## config.mk

```make
export PLATFORM = sky130hd
export DESIGN_NAME = lotr_ring_inj_arb
export DESIGN_NICKNAME = d
export VERILOG_FILES = /design/src/rtl/lotr_pkg.sv /design/src/rtl/lotr_rr_picker.sv /design/src/rtl/lotr_ring_inj_arb.sv
export SDC_FILE = /design/constraint.sdc
export NUM_CORES = 1
export LEC_CHECK = 0
export BUFFER_PORTS_ARGS = -buffer_cell sky130_fd_sc_hd__buf_2
export CAP_MARGIN = 5
export CORE_AREA = 2 2 184 186
export CTS_CLUSTER_DIAMETER = 100
export CTS_CLUSTER_SIZE = 10
export DETAILED_ROUTE_END_ITERATION = 10
export DIE_AREA = 0 0 186 188
export SETUP_SLACK_MARGIN = 0.5
export SLEW_MARGIN = 10
export SYNTH_ARGS = -nofsm -noshare
export SYNTH_HDL_FRONTEND = slang
export SYNTH_SLANG_ARGS = --single-unit
export TNS_END_PERCENT = 30
```

## constraint.sdc

```tcl
create_clock -name QClk -period 5.1 [get_ports QClk]
set_input_delay 1.02 -clock QClk [delete_from_list [all_inputs] [get_ports QClk]]
set_output_delay 1.02 -clock QClk [all_outputs]
set_load 0.01 [all_outputs]
```

## src/rtl/lotr_pkg.sv

```systemverilog
// rtl/lotr_pkg.sv - shared LOTR ring types and requestor-ID field constants
package lotr_pkg;

  typedef enum logic [2:0] {
    NOP    = 3'd0,
    RD_REQ = 3'd1,
    WR_REQ = 3'd2,
    RD_RSP = 3'd3,
    WR_RSP = 3'd4
  } t_opcode;

  localparam int CORE_ID_MSB = 9;
  localparam int CORE_ID_LSB = 2;
  localparam int THREAD_ID_W = 2;
  localparam int REQUESTOR_W = CORE_ID_MSB + 1;

  typedef struct packed {
    logic                   valid;
    logic [REQUESTOR_W-1:0] requestor;
    t_opcode                opcode;
    logic [31:0]            address;
    logic [31:0]            data;
  } t_ring_req;

  function automatic logic is_rsp(input t_opcode op);
    return (op == RD_RSP) || (op == WR_RSP);
  endfunction

endpackage

```

## src/rtl/lotr_rr_picker.sv

```systemverilog
// rtl/lotr_rr_picker.sv - combinational round-robin picker: first eligible index at or after ptr
module lotr_rr_picker #(
  parameter int N = 4,
  parameter int W = $clog2(N)
) (
  input  logic [N-1:0] eligible,
  input  logic [W-1:0] ptr,
  output logic [W-1:0] winner,
  output logic         any
);

  always_comb begin
    winner = ptr;
    any    = 1'b0;
    // Walk the search order backwards so the closest candidate to ptr is assigned last.
    for (int i = N - 1; i >= 0; i--) begin
      if (eligible[W'((int'(ptr) + i) % N)]) begin
        winner = W'((int'(ptr) + i) % N);
        any    = 1'b1;
      end
    end
  end

endmodule

```

## src/rtl/lotr_ring_inj_arb.sv

```systemverilog
// rtl/lotr_ring_inj_arb.sv - ring-stop injection arbiter; LOTR_INJ_STARVE_CNT_EN enables the starvation counter
module lotr_ring_inj_arb
  import lotr_pkg::*;
#(
  parameter int NUM_THREADS  = 4,
  parameter int RSP_TIMEOUT  = 1023,
  parameter int STARVE_LIMIT = 15
) (
  input  logic                                QClk,
  input  logic                                RstQnnnH,
  input  logic [7:0]                          CoreID,
  input  logic [NUM_THREADS-1:0]              ThreadReqValid,
  input  t_opcode [NUM_THREADS-1:0]           ThreadReqOpcode,
  input  logic [NUM_THREADS-1:0][31:0]        ThreadReqAddress,
  input  logic [NUM_THREADS-1:0][31:0]        ThreadReqData,
  output logic [NUM_THREADS-1:0]              ThreadReqGrant,
  output logic [NUM_THREADS-1:0]              ThreadOutstanding,
  output logic [NUM_THREADS-1:0]              ThreadTimeout,
  input  logic                                RingReqInValid,
  input  logic [REQUESTOR_W-1:0]              RingReqInRequestor,
  input  t_opcode                             RingReqInOpcode,
  input  logic [31:0]                         RingReqInAddress,
  input  logic [31:0]                         RingReqInData,
  input  logic                                RingReqInTaken,
  input  logic                                RingRspInValid,
  input  logic [REQUESTOR_W-1:0]              RingRspInRequestor,
  input  t_opcode                             RingRspInOpcode,
  output logic                                RingReqOutValid,
  output logic [REQUESTOR_W-1:0]              RingReqOutRequestor,
  output t_opcode                             RingReqOutOpcode,
  output logic [31:0]                         RingReqOutAddress,
  output logic [31:0]                         RingReqOutData,
  output logic                                StarveFlag
);

  localparam int TO_W = $clog2(RSP_TIMEOUT + 1);

  if (NUM_THREADS != (1 << THREAD_ID_W) || RSP_TIMEOUT < 1 || STARVE_LIMIT < 1) begin : g_bad_cfg
    $error("lotr_ring_inj_arb: unsupported parameter set");
  end

  t_ring_req ring_in, ring_nxt, ring_out;
  logic pass_through, any_elig, rsp_match;
  logic [NUM_THREADS-1:0] eligible, grant, rsp_clr, to_hit, outstanding, timeout;
  logic [THREAD_ID_W-1:0] rr_ptr, winner;
  logic [TO_W-1:0] to_cnt [NUM_THREADS];

  always_comb begin
    ring_in.valid     = RingReqInValid;
    ring_in.requestor = RingReqInRequestor;
    ring_in.opcode    = RingReqInOpcode;
    ring_in.address   = RingReqInAddress;
    ring_in.data      = RingReqInData;
  end

  assign pass_through = RingReqInValid && !RingReqInTaken;
  assign eligible     = ThreadReqValid & ~outstanding;

  lotr_rr_picker #(.N(NUM_THREADS), .W(THREAD_ID_W)) u_picker (
    .eligible (eligible),
    .ptr      (rr_ptr),
    .winner   (winner),
    .any      (any_elig)
  );

  always_comb begin
    grant = '0;
    if (!RstQnnnH && !pass_through && any_elig) grant[winner] = 1'b1;
  end

  // Responses for threads with nothing in flight are masked off here.
  assign rsp_match = RingRspInValid && (RingRspInRequestor[CORE_ID_MSB:CORE_ID_LSB] == CoreID)
                     && is_rsp(RingRspInOpcode);
  assign rsp_clr   = rsp_match ? ((NUM_THREADS'(1) << RingRspInRequestor[THREAD_ID_W-1:0]) & outstanding)
                               : '0;

  always_comb begin
    for (int t = 0; t < NUM_THREADS; t++)
      to_hit[t] = outstanding[t] && !rsp_clr[t] && (to_cnt[t] == TO_W'(RSP_TIMEOUT - 1));
  end

  always_comb begin
    ring_nxt = '0;
    if (pass_through) begin
      ring_nxt = ring_in;
    end else if (any_elig) begin
      ring_nxt.valid     = 1'b1;
      ring_nxt.requestor = {CoreID, winner};
      ring_nxt.opcode    = ThreadReqOpcode[winner];
      ring_nxt.address   = ThreadReqAddress[winner];
      ring_nxt.data      = ThreadReqData[winner];
    end
  end

  always_ff @(posedge QClk) begin
    if (RstQnnnH) begin
      ring_out    <= '0;
      rr_ptr      <= '0;
      outstanding <= '0;
      timeout     <= '0;
      for (int t = 0; t < NUM_THREADS; t++) to_cnt[t] <= '0;
    end else begin
      ring_out <= ring_nxt;
      timeout  <= to_hit;
      if (|grant) rr_ptr <= winner + 2'd1;
      for (int t = 0; t < NUM_THREADS; t++) begin
        if (grant[t]) begin
          outstanding[t] <= 1'b1;
          to_cnt[t]      <= '0;
        end else if (rsp_clr[t] || to_hit[t]) begin
          outstanding[t] <= 1'b0;
          to_cnt[t]      <= '0;
        end else if (outstanding[t]) begin
          to_cnt[t] <= to_cnt[t] + 1'b1;
        end
      end
    end
  end

`ifdef LOTR_INJ_STARVE_CNT_EN
  localparam int SV_W = $clog2(STARVE_LIMIT + 1);
  logic [SV_W-1:0] starve_cnt;

  always_ff @(posedge QClk) begin
    if (RstQnnnH)
      starve_cnt <= '0;
    else if (|grant)
      starve_cnt <= '0;
    else if (pass_through && (|eligible) && (starve_cnt != SV_W'(STARVE_LIMIT)))
      starve_cnt <= starve_cnt + 1'b1;
  end

  assign StarveFlag = (starve_cnt >= SV_W'(STARVE_LIMIT));
`else
  assign StarveFlag = 1'b0;
`endif

  assign ThreadReqGrant      = grant;
  assign ThreadOutstanding   = outstanding;
  assign ThreadTimeout       = timeout;
  assign RingReqOutValid     = ring_out.valid;
  assign RingReqOutRequestor = ring_out.requestor;
  assign RingReqOutOpcode    = ring_out.opcode;
  assign RingReqOutAddress   = ring_out.address;
  assign RingReqOutData      = ring_out.data;

endmodule

```

==> metrics.csv <==
metric,value,unit
status,"complete, no violations",
htree depth,4,
cts hold-fix bufs,0,
P&R area growth vs syn,44.28,%
Final setup viols,0,
Crit. End Element,output port,
Post-synth ARST share,0,%
Hold Crit Class,reg2reg,
largest net degree at the start of global routing,73,
Final Slew Violations,0,
Post-Syn Area per Cell,7.726,µm²
post-CTS resize count,0,
vias per cell,4.822,
width of the die,186,µm
DRC,0,
sequential fraction of the synthesis area,39.49,%
RSZ-0062 raised after global routing,false,
Period minus WS final,3.685,ns
PD cells,507.9,nW/µm²
WL/cell,16.31,µm
initial core utilization,22.66,%
top-count cell post-synth,nand2_1,
LEAKAGE,5.192,nW
share of cells above drive strength 1,36.51,%
CTS tree,done,
Antenna Violating Nets Remaining,0,
clock root cell,clkbuf_16,
Post-Syn Area,7502,µm²
# Post-CTS Setup Buffers,0,
critical path class,in2out,
Final Skew,0.01131,ns
Ys Warns,0,
Hold Fails Final Rpt,0,
Yosys reg bits,128,
startpoint types,input port,
fin area,10820,µm²
gr ovfl total,0,
Crit-path slowest cell,nor2b_1,
Main synth FF type,dfxtp_1,
IO Count,466,
GRT Total Usage,16.86,%
Syn Inst Count,971,
Max Clock Freq,271.3,MHz
port bufs,464,
"EDFF count, synth",40,
die area,34970,µm²
placement-stage cell area,10210,µm²
Row Count,67,
Critical Path RT,4.08,ns
"Clk Latency, worst-skew pair",0.44,ns
Worst-Margin Slew,0.8369,ns
core footprint,33110,µm²
Post-Synthesis Net Count,1358,
Inserted Clock Buffers,17,
Pwr Total,0.005497,W
Unique masters post-synth,46,
CP Cell Sequence,buf_2 -> nor2b_1 -> o22ai_1 -> a22oi_1 -> nand2_4 -> inv_1 -> ha_1 -> nand2_1 -> inv_1 -> buf_2,
post-synth top area cell,dfxtp_1,
top-area cell type share of the netlist area,23.48,%
Max clock buf depth,2,
Final period util,72.26,%
DRT iter0 DRCs,523,
nets,1780,
max-cap violations,0,
Initial DRT Pass Iterations,5,
Worst Path Max Fanout,7,
Clock transition at path regs,0.06,ns
initial antenna violation count,4,
"top cells by count, synth","283 x nand2_1, 136 x a21oi_1, 88 x dfxtp_1",
Final HPWL DP,22.60,mm
GPL Wtd Cong,0.8877,
setup TNS,0,ns
worst rel slew slack,44.20,%
number of global-route vias before repair,8731,
total number of vias,8945,
fill count,3547,
Die Y,188,µm
Post-Route WL,30.26,mm
Sink Count,128,
Arrival @ worst endpoint,2.67,ns
top area cells in the synthesized netlist,"dfxtp_1 23%, edfxtp_1 16%, nand2_1 14%, a21oi_1 9.1%, a41o_1 8.9%",
maximum VDD drop,0.5714,mV
max incr delay on CP,0.36,ns
first-pass GRT wire length,46.14,mm
## logic make-up (layout without fill, tap and decap cells)
kind of cell / after synthesis / in the layout / synth area share, %
simple gates: 404 / 404 / 22.40
fa+ha+maj: 12 / 12 / 2.001
flops: 128 / 128 / 39.49
mux: 1 / 1 / 0.1334
xor+xnor: 40 / 40 / 4.670
buf+inv: 87 / 521 / 4.736
other cells: 1 / 3 / 0.04999
compound gates: 298 / 298 / 26.52
## power breakdown
group          total, W  switching [W]  internal, W  leakage [nW]
sequential      0.00162       0.000184      0.00144          1.15
clock           0.00130       0.000523     0.000776         0.297
combinational   0.00257        0.00165     0.000922          3.74
## per-layer routing
metal	vias to the layer above	track usage, %	wire length [µm]
met4	4	5.391	619
met3	47	5.302	2446
met2	396	27.62	14420
met5	-	0	27
met1	4159	20.92	12750
li1	4339	-	-
## state kept, by name, summed over array words and instances (netlist names)
signal               flops
RingReqOutValid          1
RingReqOutAddress       32
ThreadTimeout            4
RingReqOutData          32
RingReqOutOpcode         3
RingReqOutRequestor     10
to_cnt                  40
rr_ptr                   2
ThreadOutstanding        4
## cell type report
cell class	instances	area (µm²)	share of cell area, %
antenna	2	5.005	0.04624
clock buffer	17	425.4	3.930
clock inverter	14	180.2	1.665
inverter	14	55.05	0.5086
multi-input combinational	756	4223	39.01
sequential	128	2963	27.37
tap	448	560.5	5.179
timing repair buffer	476	2412	22.29
## through the flow
step                      utilization (%)  hold slack [ns]  setup slack, ns  cells
after floorplan                         -           0.4807            1.509    971
after global placement              30.84           0.5354            1.380   1822
after detailed placement            30.84           0.5421            1.278   1822
after CTS                           32.67           0.5529            1.422   1853
after global routing                32.68           0.5989            1.265   1854
final                               32.69           0.5442            1.415   1855
## placed cells by master, fill, tap and decap left out, drive strengths merged, types with 19 or more instances in the layout
cell	Yosys	routed
nor2	56	56
xnor2	21	21
a41o	67	67
edfxtp	40	40
buf	22	476
nand2	283	283
a21oi	136	136
dfxtp	88	88
inv	14	20
xor2	19	19
nand3	19	19
a31oi	67	67
## path summary, 6_finish.rpt
check                                            to                         startpoint  cells after the start  slack (ns)
setup / recovery                  ThreadReqGrant[3]                  ThreadReqValid[3]                     10        1.41
setup reg to reg    RingReqOutAddress[1]$_SDFF_PP0_  ThreadOutstanding[3]$_SDFFE_PP0P_                      8        1.95
hold / removal    ThreadOutstanding[3]$_SDFFE_PP0P_  ThreadOutstanding[3]$_SDFFE_PP0P_                      2        0.54
hold reg to reg   ThreadOutstanding[3]$_SDFFE_PP0P_  ThreadOutstanding[3]$_SDFFE_PP0P_                      2        0.54
## critical path: cells and delay by family
family / cells / cell delay (ns)
simple gates: 3 / 0.58
compound gates: 2 / 0.47
buf+inv: 4 / 0.41
fa+ha+maj: 1 / 0.18
No activity file was read; power rests on OpenSTA's default activity.
